==> config.mk <==
export PLATFORM = sky130hd
export DESIGN_NAME = mem_port_arbiter
export DESIGN_NICKNAME = d
export VERILOG_FILES = /design/src/rtl/mem_arb_pkg.sv /design/src/rtl/arb_streak_guard.sv /design/src/rtl/mem_port_arbiter.sv
export SDC_FILE = /design/constraint.sdc
export NUM_CORES = 1
export LEC_CHECK = 0
export CAP_MARGIN = 15
export CORE_AREA = 4 4 95 97
export CTS_BUF_LIST = sky130_fd_sc_hd__clkbuf_2 sky130_fd_sc_hd__clkbuf_4 sky130_fd_sc_hd__clkbuf_8
export CTS_CLUSTER_DIAMETER = 80
export DETAILED_ROUTE_END_ITERATION = 7
export DIE_AREA = 0 0 99 101
export SETUP_SLACK_MARGIN = 0.1
export SYNTH_ARGS = -nofsm -noshare
export SYNTH_HDL_FRONTEND = slang
export SYNTH_SLANG_ARGS = --single-unit
==> constraint.sdc <==
create_clock -name clk -period 3.7 [get_ports clk]
set_clock_uncertainty 0.05 [all_clocks]
set_input_delay 0.74 -clock clk [delete_from_list [all_inputs] [get_ports clk]]
set_output_delay 0.74 -clock clk [all_outputs]
set_load 0.02 [all_outputs]
==> src/rtl/mem_arb_pkg.sv <==
// Shared types and widths for the instruction/data memory port arbiter.
package mem_arb_pkg;

    localparam int unsigned WORD_W = 32;
    localparam int unsigned MASK_W = WORD_W / 8;

    // Which requester owns the RAM read that is currently in flight
    typedef enum logic [1:0] {
        IDLE  = 2'd0,
        RD_IF = 2'd1,
        RD_D  = 2'd2
    } arb_state_t;

endpackage

==> src/rtl/arb_streak_guard.sv <==
// Counts consecutive data grants taken while a fetch waits and forces the
// fetch through once the streak limit is reached.
module arb_streak_guard #(
    parameter int unsigned MAX_D_STREAK = 2
) (
    input  logic clk,
    input  logic rst,
    input  logic if_req,
    input  logic d_grant,
    input  logic if_grant,
    output logic force_if
);

    localparam int unsigned CW = $clog2(MAX_D_STREAK + 2);
    localparam logic [CW-1:0] LIMIT = CW'(MAX_D_STREAK);

    logic [CW-1:0] streak;

    // Saturates at the limit; the forced fetch grant then clears it
    always_ff @(posedge clk) begin
        if (rst || !if_req || if_grant) begin
            streak <= '0;
        end else if (d_grant && (streak != LIMIT)) begin
            streak <= streak + 1'b1;
        end
    end

    assign force_if = if_req && (streak >= LIMIT);

endmodule

==> src/rtl/mem_port_arbiter.sv <==
// Shares one single-port RAM between an instruction fetch port and a data
// load/store port; grants are combinational, read data returns one cycle later.
import mem_arb_pkg::*;

module mem_port_arbiter #(
    parameter int unsigned WORD_AW      = 8,
    parameter int unsigned MAX_D_STREAK = 2
) (
    input  logic               clk,
    input  logic               rst,
    input  logic               if_req,
    input  logic [WORD_W-1:0]  if_addr,
    output logic [WORD_W-1:0]  if_rdata,
    output logic               if_valid,
    output logic               if_stall,
    input  logic               d_read,
    input  logic               d_write,
    input  logic [WORD_W-1:0]  d_addr,
    input  logic [WORD_W-1:0]  d_wdata,
    input  logic [MASK_W-1:0]  d_mask,
    output logic [WORD_W-1:0]  d_rdata,
    output logic               d_valid,
    output logic               d_stall,
    output logic               ram_en,
    output logic [MASK_W-1:0]  ram_we,
    output logic [WORD_AW-1:0] ram_addr,
    output logic [WORD_W-1:0]  ram_wdata,
    input  logic [WORD_W-1:0]  ram_rdata,
    output logic               err
);

    arb_state_t state, state_nxt;
    logic       d_req;
    logic       grant_d;
    logic       grant_if;
    logic       force_if;
    logic       err_cond;
    logic       err_q;
    logic       unused_addr_bits;

    assign unused_addr_bits = ^{if_addr[WORD_W-1:WORD_AW+2], d_addr[WORD_W-1:WORD_AW+2],
                                d_addr[1:0]};

    arb_streak_guard #(
        .MAX_D_STREAK(MAX_D_STREAK)
    ) u_streak_guard (
        .clk     (clk),
        .rst     (rst),
        .if_req  (if_req),
        .d_grant (grant_d),
        .if_grant(grant_if),
        .force_if(force_if)
    );

    // Data wins unless the fetch has waited out the streak limit
    always_comb begin
        d_req    = d_read | d_write;
        grant_d  = 1'b0;
        grant_if = 1'b0;
        if (!rst) begin
            grant_d  = d_req && !force_if;
            grant_if = if_req && !grant_d;
        end
    end

    // A simultaneous read+write is handled as a store
    always_comb begin
        ram_en    = grant_d | grant_if;
        ram_we    = '0;
        ram_wdata = '0;
        ram_addr  = '0;
        if (grant_d) begin
            ram_addr = d_addr[WORD_AW+1:2];
            if (d_write) begin
                ram_we    = d_mask;
                ram_wdata = d_wdata;
            end
        end else if (grant_if) begin
            ram_addr = if_addr[WORD_AW+1:2];
        end
        if_stall = !rst && if_req && !grant_if;
        d_stall  = !rst && d_req && !grant_d;
    end

    always_ff @(posedge clk) begin
        if (rst) begin
            state <= IDLE;
        end else begin
            state <= state_nxt;
        end
    end

    // Return path is gated by rst so a read caught by reset never surfaces
    always_comb begin
        state_nxt = IDLE;
        if_valid  = 1'b0;
        d_valid   = 1'b0;
        if_rdata  = '0;
        d_rdata   = '0;
        if (grant_if) begin
            state_nxt = RD_IF;
        end else if (grant_d && !d_write) begin
            state_nxt = RD_D;
        end
        if (!rst) begin
            case (state)
                RD_IF: begin
                    if_valid = 1'b1;
                    if_rdata = ram_rdata;
                end
                RD_D: begin
                    d_valid = 1'b1;
                    d_rdata = ram_rdata;
                end
                default: ;
            endcase
        end
    end

    assign err_cond = (d_read && d_write) || (if_req && (if_addr[1:0] != 2'b00));

    always_ff @(posedge clk) begin
        if (rst) begin
            err_q <= 1'b0;
        end else if (err_cond) begin
            err_q <= 1'b1;
        end
    end

    assign err = err_q && !rst;

endmodule

==> summary.txt <==
Logic synthesis
  • Post-Syn Instances: around 150
  • Sequential-to-total area share from yosys stat: 0.0948
  • Top_reg_cell synth: dfxtp_1
  • Register bit total from synthesis: 5
  • Mapped Avg Cell Area: 6.99 um^2
  • Ys Warns: 0
  • Post-synthesis net count: ~290
  • Yosys cell types: 24
  • Post-synth EDFFs: 0
  • Asr flop ratio synth: 0
  • Synthesized area: between 0.001 and 0.0015 mm^2

Setup path
  • Critical path peak fanout: 9
  • CP startpoint kind: input pin
  • Most frequent cell on the critical path: clkdlybuf4s50_1
  • Worst path max stage delay: slightly above 0.6 ns
  • Worst EP required: between 2 and 3 ns
  • Slowest-stage cell, CP: clkdlybuf4s50_1
  • Critical path class: in2out
  • CP top delay family: buffers and inverters
  • CP Capture Type: output port
  • Crit path DAT: about 2.7 ns
  • CP Cell Sequence: clkdlybuf4s50_1 -> or2_1 -> a21oi_2 -> a22o_1 -> clkdlybuf4s50_1
  • Bufs and invs on worst path: 2

Finish
  • Most common cell after layout, fill and taps aside: clkdlybuf4s50_1
  • Final net count: between 400 and 500
  • P&R area growth vs syn: 212%
  • Layout cells sized above 1: 0.0541
  • Fill cells: around 840
  • Post-route design area: between 0.003 and 0.004 mm^2
  • Commonest cells after routing, fill and taps aside: clkdlybuf4s50_1, and2_1, and3_1
  • Antenna cells: 0

Routing
  • First DRT Iteration DRCs: 29
  • DR vias: about 1.8k
  • Vias per cell: ~4.0
  • DR WL/cell: between 10 and 15 um
  • Post-Route WL: just over 6000 um
  • DRT Pass-1 Iters: 3
  • DRC: 0
  • Antenna-violating nets left: 0

Timing
  • Rel. slew slack: 0.717
  • Final setup viols: 0
  • RSZ-0062 raised after global routing: false
  • Max frequency: around 290 MHz
  • Max-slew violations: 0
  • Final Hold Viols: 0
  • Worst slew pin tran: roughly 0.42 ns
  • Setup TNS: 0 ns
  • Fin crit share: 0.938
  • Crit path time final: between 3 and 4 ns

Clock tree
  • Clock sink count: 5
  • H-tree depth: 1
  • Post-cts repair resize count: 0
  • Clk Latency, worst-skew pair: between 0.2 and 0.25 ns
  • CTS Buf Count: 3
  • Max clock buf depth: 2
  • CTS Root Cell: clkbuf_8
  • Post-CTS setup buffer count: 0
  • Cts-stage hold buffer count: 0
  • TritonCTS clock tree: done
  • Worst-path clk slew: 0.03 ns

GRT
  • First-pass GRT wire length: around 8600 um
  • Initial antenna violation count: 0
  • Largest net degree at the start of global routing: 38
  • Vias in the first global route: between 1.5k and 2k
  • Grt total ovfl: 0
  • GRT Util Overall: 0.104

Floorplanning
  • Core area: approximately 0.008 mm^2
  • Ports: between 200 and 300
  • Rows: 33
  • Die area: 0.0100 mm^2
  • Starting Density: 0.130
  • Die height: 101 um
  • Die width: about 99 um

Pwr
  • Worst vdd ir: a little under 0.00007 V
  • Power density over cell area: around 140 mW/mm^2
  • Pleak: 1.35 nW
  • Overall power: 0.000445 W

Placement
  • GPL Wtd Cong: roughly 0.75
  • Port bufs: between 200 and 250
  • Post-DP HPWL: between 5000 and 6000 um
  • Placed instance area: 0.00325 mm^2

Outcome
  • Run status: completed

Worst hold path
  • Worst min-delay path category: reg2reg

Flow run
  • Maxcap violations: 0
logic make-up (layout without fill, tap and decap cells):
group,after synthesis,in the layout,synth area share
simple gates,116,116,0.720
fa+ha+maj,1,1,0.0118
flops,5,5,0.0948
compound gates,13,13,0.103
buf+inv,16,216,0.0699
registers in the layout (all words and copies together), names as in the netlist:
signal	cells
err_q	1
state	2
u_streak_guard.streak	2
worst register-to-register path, delay by kind of cell, from the launching register on:
kind | cells | cell delay [ns]
simple gates | 2 | 0.64
flops | 1 | 0.33
fa+ha+maj | 1 | 0.23
buf+inv | 1 | 0.05
power breakdown:
group | internal, W | switching [W] | leakage, nW
sequential | 0.0000570 | 0.00000200 | 0.0411
clock | 0.0000812 | 0.0000259 | 0.0262
combinational | 0.000172 | 0.000108 | 1.28
cells in the mapped netlist, drive strengths merged, types with 2 or more instances:
master  count  area [um^2]
nor2        7         33.8
nor3        2         15.0
and2       64          400
dfxtp       5          100
buf         3         21.3
inv         2         7.51
nor3b       2         37.5
a22o        8         70.1
and3       36          225
a21oi       3         18.8
clkbuf     11         45.0
stage by stage:
stage	utilization	instances	hold slack, ns	setup WS (ns)
6_report	0.405	456	0.369	0.231
5_1_grt	0.405	456	0.377	0.142
4_1_cts	0.405	456	0.364	0.218
3_5_place_dp	0.399	452	0.359	0.224
3_3_place_gp	0.399	452	0.354	0.221
2_1_floorplan	-	151	0.340	1.31
routing by layer:
metal / routed length [um] / GRT usage
met1: 2330 / 0.110
met2: 2940 / 0.200
met3: 806 / 0.0360
met4: 14 / 0.0189
met5: 0 / 0
worst paths after layout:
| path | from | to | slack [ns] | cells after the start |
|---|---|---|---|---|
| worst max register to register | u_streak_guard.streak[0] | u_streak_guard.streak[1] | 2.34 | 4 |
| worst max-delay path | d_read | ram_addr[3] | 0.23 | 5 |
| worst min-delay path | u_streak_guard.streak[0] | u_streak_guard.streak[0] | 0.37 | 1 |
| worst min register to register | u_streak_guard.streak[0] | u_streak_guard.streak[0] | 0.37 | 1 |
cell type report:
| cell class | instances | area [um^2] | share of cell area |
|---|---|---|---|
| clock buffer | 4 | 48.8 | 0.0148 |
| inverter | 2 | 7.51 | 0.00228 |
| multi-input combinational | 130 | 882 | 0.268 |
| sequential | 5 | 100 | 0.0304 |
| tap | 105 | 131 | 0.0399 |
| timing repair buffer | 210 | 2120 | 0.645 |
(Power assumes the default switching activity.)
